[src/rtl/instr_sequencer.sv]
// Replays a small loadable program into proc over the Run/Done handshake,
// one instruction at a time, with a Done timeout.
//
// state | meaning
// IDLE  | after reset; program memory writable
// ISSUE | fetch mem[pc] onto Instruction and raise Run
// WAIT  | Run dropped, Instruction held; waiting for Done or timeout
// NEXT  | advance pc; finish when Count reaches len
// FIN   | all instructions done; Finished held until next Start
// ERR   | Done timed out; Error held until next Start
module instr_sequencer #(
  parameter int IW      = 16,
  parameter int AW      = 4,
  parameter int TIMEOUT = 64
) (
  input  logic          Clock,
  input  logic          Resetn,
  input  logic          prog_we,
  input  logic [AW-1:0] prog_addr,
  input  logic [IW-1:0] prog_data,
  input  logic [AW:0]   Len,
  input  logic          Start,
  input  logic          Done,
  output logic [IW-1:0] Instruction,
  output logic          Run,
  output logic          Busy,
  output logic          Finished,
  output logic          Error,
  output logic [AW:0]   Count
);

  localparam int DEPTH = 2 ** AW;
  localparam int WW    = (TIMEOUT > 1) ? $clog2(TIMEOUT) : 1;
  localparam logic [AW:0]   DEPTH_L = {1'b1, {AW{1'b0}}};
  localparam logic [WW-1:0] WAIT_MAX = WW'(TIMEOUT - 1);

  typedef enum logic [2:0] {
    S_IDLE, S_ISSUE, S_WAIT, S_NEXT, S_FIN, S_ERR
  } state_t;

  state_t        state_q;
  logic [IW-1:0] mem_q [DEPTH];
  logic [AW-1:0] pc_q;
  logic [AW:0]   len_q;
  logic [AW:0]   cnt_q;
  logic [WW-1:0] wcnt_q;
  logic [IW-1:0] instr_q;
  logic          run_q;
  logic          busy_q;
  logic          fin_q;
  logic          err_q;

  logic [AW:0]   len_clamp;
  logic [IW-1:0] mem_rd;

  // Clamping len to DEPTH means the wrapping pc never reissues a word.
  assign len_clamp = (Len > DEPTH_L) ? DEPTH_L : Len;
  assign mem_rd    = mem_q[pc_q];

  always_ff @(posedge Clock) begin
    if (prog_we && state_q == S_IDLE) begin
      mem_q[prog_addr] <= prog_data;
    end
  end

  always_ff @(posedge Clock or negedge Resetn) begin
    if (!Resetn) begin
      state_q <= S_IDLE;
      pc_q    <= '0;
      len_q   <= '0;
      cnt_q   <= '0;
      wcnt_q  <= '0;
      instr_q <= '0;
      run_q   <= 1'b0;
      busy_q  <= 1'b0;
      fin_q   <= 1'b0;
      err_q   <= 1'b0;
    end else begin
      run_q <= 1'b0;
      unique case (state_q)
        S_IDLE, S_FIN, S_ERR: begin
          if (Start) begin
            fin_q  <= 1'b0;
            err_q  <= 1'b0;
            cnt_q  <= '0;
            pc_q   <= '0;
            wcnt_q <= '0;
            len_q  <= len_clamp;
            if (len_clamp == '0) begin
              state_q <= S_FIN;
              fin_q   <= 1'b1;
            end else begin
              state_q <= S_ISSUE;
              busy_q  <= 1'b1;
            end
          end
        end
        S_ISSUE: begin
          instr_q <= mem_rd;
          run_q   <= 1'b1;
          wcnt_q  <= '0;
          state_q <= S_WAIT;
        end
        S_WAIT: begin
          // Done is only looked at here, so a stale Done during ISSUE is ignored.
          if (Done) begin
            cnt_q   <= cnt_q + 1'b1;
            wcnt_q  <= '0;
            state_q <= S_NEXT;
          end else if (wcnt_q == WAIT_MAX) begin
            wcnt_q  <= '0;
            err_q   <= 1'b1;
            busy_q  <= 1'b0;
            state_q <= S_ERR;
          end else begin
            wcnt_q <= wcnt_q + 1'b1;
          end
        end
        S_NEXT: begin
          pc_q <= pc_q + 1'b1;
          if (cnt_q == len_q) begin
            fin_q   <= 1'b1;
            busy_q  <= 1'b0;
            state_q <= S_FIN;
          end else begin
            state_q <= S_ISSUE;
          end
        end
        default: begin
          busy_q  <= 1'b0;
          state_q <= S_IDLE;
        end
      endcase
    end
  end

  assign Instruction = instr_q;
  assign Run         = run_q;
  assign Busy        = busy_q;
  assign Finished    = fin_q;
  assign Error       = err_q;
  assign Count       = cnt_q;

endmodule

[config.mk]
export PLATFORM = sky130hd
export DESIGN_NAME = instr_sequencer
export DESIGN_NICKNAME = d
export VERILOG_FILES = /design/src/rtl/instr_sequencer.sv
export SDC_FILE = /design/constraint.sdc
export NUM_CORES = 1
export LEC_CHECK = 0
export BUFFER_PORTS_ARGS = -buffer_cell sky130_fd_sc_hd__buf_2
export CAP_MARGIN = 20
export CELL_PAD_IN_SITES_DETAIL_PLACEMENT = 0
export CELL_PAD_IN_SITES_GLOBAL_PLACEMENT = 1
export CORE_MARGIN = 1.5
export CORE_UTILIZATION = 39
export DETAILED_ROUTE_END_ITERATION = 6
export PLACE_DENSITY_LB_ADDON = 0.1
export SLEW_MARGIN = 25
export SYNTH_ARGS = -nofsm -noshare
export SYNTH_HDL_FRONTEND = slang
export SYNTH_SLANG_ARGS = --single-unit
[constraint.sdc]
create_clock -name Clock -period 2.6 [get_ports Clock]
set_input_delay 0.39 -clock Clock [delete_from_list [all_inputs] [get_ports Clock]]
set_output_delay 0.39 -clock Clock [all_outputs]
set_load 0.1 [all_outputs]
==> metrics.log <==
[metrics] largest net degree at the start of global routing: 47
[metrics] clock network latency to the later pin of the worst-skew pair: just over 0.5 ns
[metrics] cell chosen for the clock root: sky130_fd_sc_hd__clkbuf_16
[metrics] internal power of the cells: 9890 uW
[metrics] dominant combinational cell family by area after synthesis: multiplexers
[metrics] area share of and/or/nand/nor cells after synthesis: 5.01%
[metrics] Via Count: 6403
[metrics] Syn Std Cell Area: approximately 0.012 sq mm
[metrics] final WL: a little under 30000 um
[metrics] part of the total power dissipated in combinational logic: slightly below 30%
[metrics] Worst path max stage delay: 0.47 ns
[metrics] routed length per instance: 24.3 um
[metrics] Post-Synth XOR/XNOR Area: less than 1%
[metrics] Post-Synthesis Mean Instance Area: 17.9 sq um
[metrics] number of warning messages in the yosys log: 0
[metrics] core region area: 0.0304 sq mm
[metrics] final number of setup-violating endpoints: 0
[metrics] Layout fillers: 2671
[metrics] flop and latch count out of synthesis: 299
[metrics] area of the die: 0.0319 sq mm
[metrics] number of buffers added to fix hold violations after cts: 0
[metrics] Clk pin slew, worst setup/hold paths: ~0.060 ns
[metrics] final worst-path cycle share: 80.6%
[metrics] proportion of register bits with asynchronous set or reset after synthesis: between 10% and 20%
[metrics] Max-cap violations: 0
[metrics] mux cell area share after synthesis: between 10% and 20%
[metrics] maximum ir drop on the vdd rail: 488 uV
[metrics] Highest Clock Rate: 477 MHz
[metrics] Startpoint Class: flip-flop
[metrics] H-tree depth: 2
[metrics] DPL Wire Length: 19200 um
[metrics] number of standard cells after synthesis: between 600 and 700
[metrics] Max transition margin: 32.7%
[metrics] Cell Count, Final, Fillers Out: 1188
[metrics] critical path capture point type: flip-flop
[metrics] fraction of the mapped netlist area in adder cells: 0.312%
[metrics] part of the power in the clock network: between 30% and 40%
[metrics] vertical extent of the die: 179 um
[metrics] Lkg Pwr: approximately 0.0048 uW
[metrics] Arrival @ worst endpoint: 2.27 ns
[metrics] wire length of the first global-routing pass: about 43000 um
[metrics] setup repair after global routing missed its margin: false
[metrics] Global Route Usage Sum: 18.9%
[metrics] Total Negative Setup Slacks: 0 ns
[metrics] routability cong.: 0.838
[metrics] total area of multi-input combinational cells: approximately 0.0030 sq mm
[metrics] clock buffers created by TritonCTS: 34
[metrics] transition time of the tightest slew-check pin: between 1 and 1.5 ns
[metrics] vias per inst: 5.39
[metrics] Crit path buffers/inverters: 2
[metrics] number of cells after detailed placement: about 1100
[metrics] Diodes inserted: 0
[metrics] remaining design rule violation count: 0
[metrics] Die Wd: 179 um
[metrics] primary flip-flop cell chosen by synthesis mapping: sky130_fd_sc_hd__edfxtp_1
[metrics] required time reported for the critical path endpoint: 2.78 ns
[metrics] proportion of synthesized chip area in sequential cells: between 70% and 80%
[metrics] net total in the final layout: 799
[metrics] relative area change from synthesis to final layout: 16.9%
[metrics] outcome: finished clean
[metrics] Cell Chain, Critical Path: nor4b_1 -> buf_4 -> and2b_1 -> nand2b_1 -> nor3_2 -> buf_4
[metrics] sequential cell area: 0.00877 sq mm
[metrics] final worst clock skew: approximately 0.0093 ns
[metrics] count of buffers added by post-CTS timing repair for setup: 0
[metrics] net switching share of the total power: 34.4%
[metrics] HP Class: in2async
[metrics] CP delay by family, top: simple AND/OR/NAND/NOR gates
[metrics] number of enable-type register cells in the synthesized netlist: 256
[metrics] Cell Pwr Density: 1070 mW/mm^2
[metrics] area of all placed cells without fillers: 0.0141 sq mm
[metrics] post-synthesis cell type count: 56
[metrics] fraction of layout cells with a size suffix above 1: roughly a quarter
[metrics] Resized cells post-CTS: 0
[metrics] Longest Clk Path Bufs: 3
[metrics] TritonCTS clock tree: done
[metrics] cell repeated most along the worst path: sky130_fd_sc_hd__buf_4
[metrics] io pins: 55
[metrics] instance area at placement: 0.0129 sq mm
[metrics] Psw: ~5200 uW
[metrics] number of nets in the synthesized netlist: 705
[metrics] First-pass DRT Iterations: 4
[metrics] Setup Crit Path Kind: reg2reg
[metrics] initial antenna violation count: 1
[metrics] CTS sink count: 299
[metrics] total overflow reported by the global router: 0
[metrics] clock period minus final worst setup slack: about 2.1 ns
[metrics] largest fanout on the critical path: 16
[metrics] number of global-route vias before repair: 6661
[metrics] count of input and output buffers: 54
[metrics] sequential fraction of design power: about two fifths
[metrics] Rows: 64
[metrics] area fraction in compound gates after synthesis: 5.91%
[metrics] drt first-iter violations: 420
[metrics] Final Hold Fails: 0
[metrics] number of nets still failing antenna checks after routing: 0
[metrics] initial core utilization: 39.5%
[metrics] pins over their slew limit: 0
[metrics] Max stage delay cell, worst path: sky130_fd_sc_hd__dfrtp_1
registers in the layout (all words and copies together), names as in the netlist:
name	flops
Busy	1
Count	5
Error	1
Finished	1
Instruction	16
Run	1
len_q	5
mem_q	256
pc_q	4
state_q	3
wcnt_q	6
routing by layer:
| metal | GRT usage, % | vias to the layer above | wire [um] |
|---|---|---|---|
| met5 | 0 | - | 13 |
| met4 | 5.24 | 2 | 673 |
| met3 | 3.15 | 47 | 921 |
| met2 | 33.5 | 131 | 15300 |
| met1 | 23.8 | 3334 | 12000 |
| li1 | - | 2889 | - |
per-stage QoR:
stage	setup slack (ns)	util, %	hold slack, ns	power [uW]
6_report	0.505	46.2	0.00480	15100
4_1_cts	0.437	46.2	0.0110	15300
3_3_place_gp	0.458	42.5	0.461	10400
3_5_place_dp	0.440	42.5	0.479	10500
5_1_grt	0.300	46.2	0.0558	15700
2_1_floorplan	0.298	-	0.0944	9360
cell usage after synthesis, types with 2 or more instances:
cell type | number | area, sq um
sky130_fd_sc_hd__a22o_1 | 2 | 17.5
sky130_fd_sc_hd__nand2b_1 | 4 | 25.0
sky130_fd_sc_hd__a22oi_1 | 32 | 240
sky130_fd_sc_hd__buf_6 | 12 | 135
sky130_fd_sc_hd__nor3_1 | 7 | 35.0
sky130_fd_sc_hd__and3_1 | 3 | 18.8
sky130_fd_sc_hd__a21o_1 | 2 | 15.0
sky130_fd_sc_hd__clkbuf_2 | 2 | 10.0
sky130_fd_sc_hd__inv_1 | 4 | 15.0
sky130_fd_sc_hd__buf_4 | 7 | 52.6
sky130_fd_sc_hd__nor2b_1 | 5 | 31.3
sky130_fd_sc_hd__nand4_1 | 6 | 37.5
sky130_fd_sc_hd__buf_2 | 12 | 60.1
sky130_fd_sc_hd__dfrtp_1 | 43 | 1080
sky130_fd_sc_hd__xnor2_1 | 5 | 43.8
sky130_fd_sc_hd__o22ai_1 | 2 | 12.5
sky130_fd_sc_hd__mux4_2 | 32 | 721
sky130_fd_sc_hd__clkbuf_1 | 2 | 7.51
sky130_fd_sc_hd__and2b_1 | 2 | 15.0
sky130_fd_sc_hd__nand2_1 | 32 | 120
sky130_fd_sc_hd__o311ai_1 | 2 | 17.5
sky130_fd_sc_hd__and2_1 | 3 | 18.8
sky130_fd_sc_hd__nand3b_1 | 6 | 45.0
sky130_fd_sc_hd__mux2i_1 | 81 | 811
sky130_fd_sc_hd__nor2_1 | 26 | 97.6
sky130_fd_sc_hd__xor2_1 | 4 | 35.0
sky130_fd_sc_hd__o21ai_0 | 7 | 35.0
sky130_fd_sc_hd__edfxtp_1 | 256 | 7690
sky130_fd_sc_hd__a32oi_1 | 14 | 123
sky130_fd_sc_hd__a21oi_1 | 10 | 50.1
sky130_fd_sc_hd__ha_1 | 3 | 37.5
sky130_fd_sc_hd__o31ai_1 | 15 | 113
sky130_fd_sc_hd__nand3_1 | 5 | 25.0
sky130_fd_sc_hd__or3_1 | 2 | 12.5
power groups by stage:
stage | sequential (uW) | combinational, uW | clock, uW
2_1_floorplan | 6920 | 2440 | 0
3_3_place_gp | 5910 | 4500 | 0
3_5_place_dp | 5920 | 4550 | 0
4_1_cts | 5830 | 4560 | 4880
5_1_grt | 5840 | 4820 | 5060
6_report | 5810 | 4500 | 4760
cells by family after synthesis:
kind of cell             count (synthesis)
flip-flops                             299
multiplexers                           113
AND/OR/NAND/NOR                        111
AO/OA/AOI/OAI                           96
buffers and inverters                   41
XOR/XNOR                                 9
adder cells (fa/ha/maj)                  3
worst reg2reg max path, delay by kind of cell (launching register included):
family / cells / cell delay, ns
and+or+nand+nor: 4 / 0.79
buffers and inverters: 2 / 0.50
DFF: 1 / 0.47
layout make-up:
cell class	count	area share [%]
timing repair buffer	95	4.74
tap	396	3.53
clock buffer	51	7.10
clock inverter	11	0.935
sequential	299	62.4
inverter	4	0.107
multi-input combinational	332	21.2
cells in the final DEF, fill, tap and decap left out, types with 3 or more instances in the layout:
cell	count
sky130_fd_sc_hd__edfxtp_1	256
sky130_fd_sc_hd__mux2i_1	81
sky130_fd_sc_hd__buf_2	54
sky130_fd_sc_hd__dfrtp_1	42
sky130_fd_sc_hd__clkbuf_16	37
sky130_fd_sc_hd__buf_4	34
sky130_fd_sc_hd__nand2_1	32
sky130_fd_sc_hd__mux4_2	32
sky130_fd_sc_hd__a22oi_1	32
sky130_fd_sc_hd__nor2_1	26
sky130_fd_sc_hd__o31ai_1	15
sky130_fd_sc_hd__a32oi_1	14
sky130_fd_sc_hd__clkbuf_1	12
sky130_fd_sc_hd__a21oi_1	10
sky130_fd_sc_hd__o21ai_0	7
sky130_fd_sc_hd__buf_12	7
sky130_fd_sc_hd__nand3b_1	6
sky130_fd_sc_hd__nand4_1	6
sky130_fd_sc_hd__clkinv_2	6
sky130_fd_sc_hd__nand3_1	5
sky130_fd_sc_hd__nor2b_1	5
sky130_fd_sc_hd__xnor2_1	5
sky130_fd_sc_hd__inv_1	4
sky130_fd_sc_hd__nand2b_1	4
sky130_fd_sc_hd__nor3_2	4
sky130_fd_sc_hd__xor2_1	4
sky130_fd_sc_hd__and2_1	3
sky130_fd_sc_hd__nor3_1	3
sky130_fd_sc_hd__and3_1	3
sky130_fd_sc_hd__ha_1	3
sky130_fd_sc_hd__bufinv_16	3
path summary, 6_finish.rpt:
kind                             from           to  slack, ns  cells after the start
hold / removal                 Resetn     Count[0]      0.005                      1
setup / recovery           state_q[2]  mem_q[0][5]       0.51                      6
max in group asynchronous      Resetn    wcnt_q[1]       1.88                      2
min in group Clock             Len[2]     len_q[2]       0.15                      3
hold reg to reg                 Error        Error       0.48                      2
setup reg to reg           state_q[2]  mem_q[0][5]       0.51                      6
No activity file was read; power rests on OpenSTA's default activity.
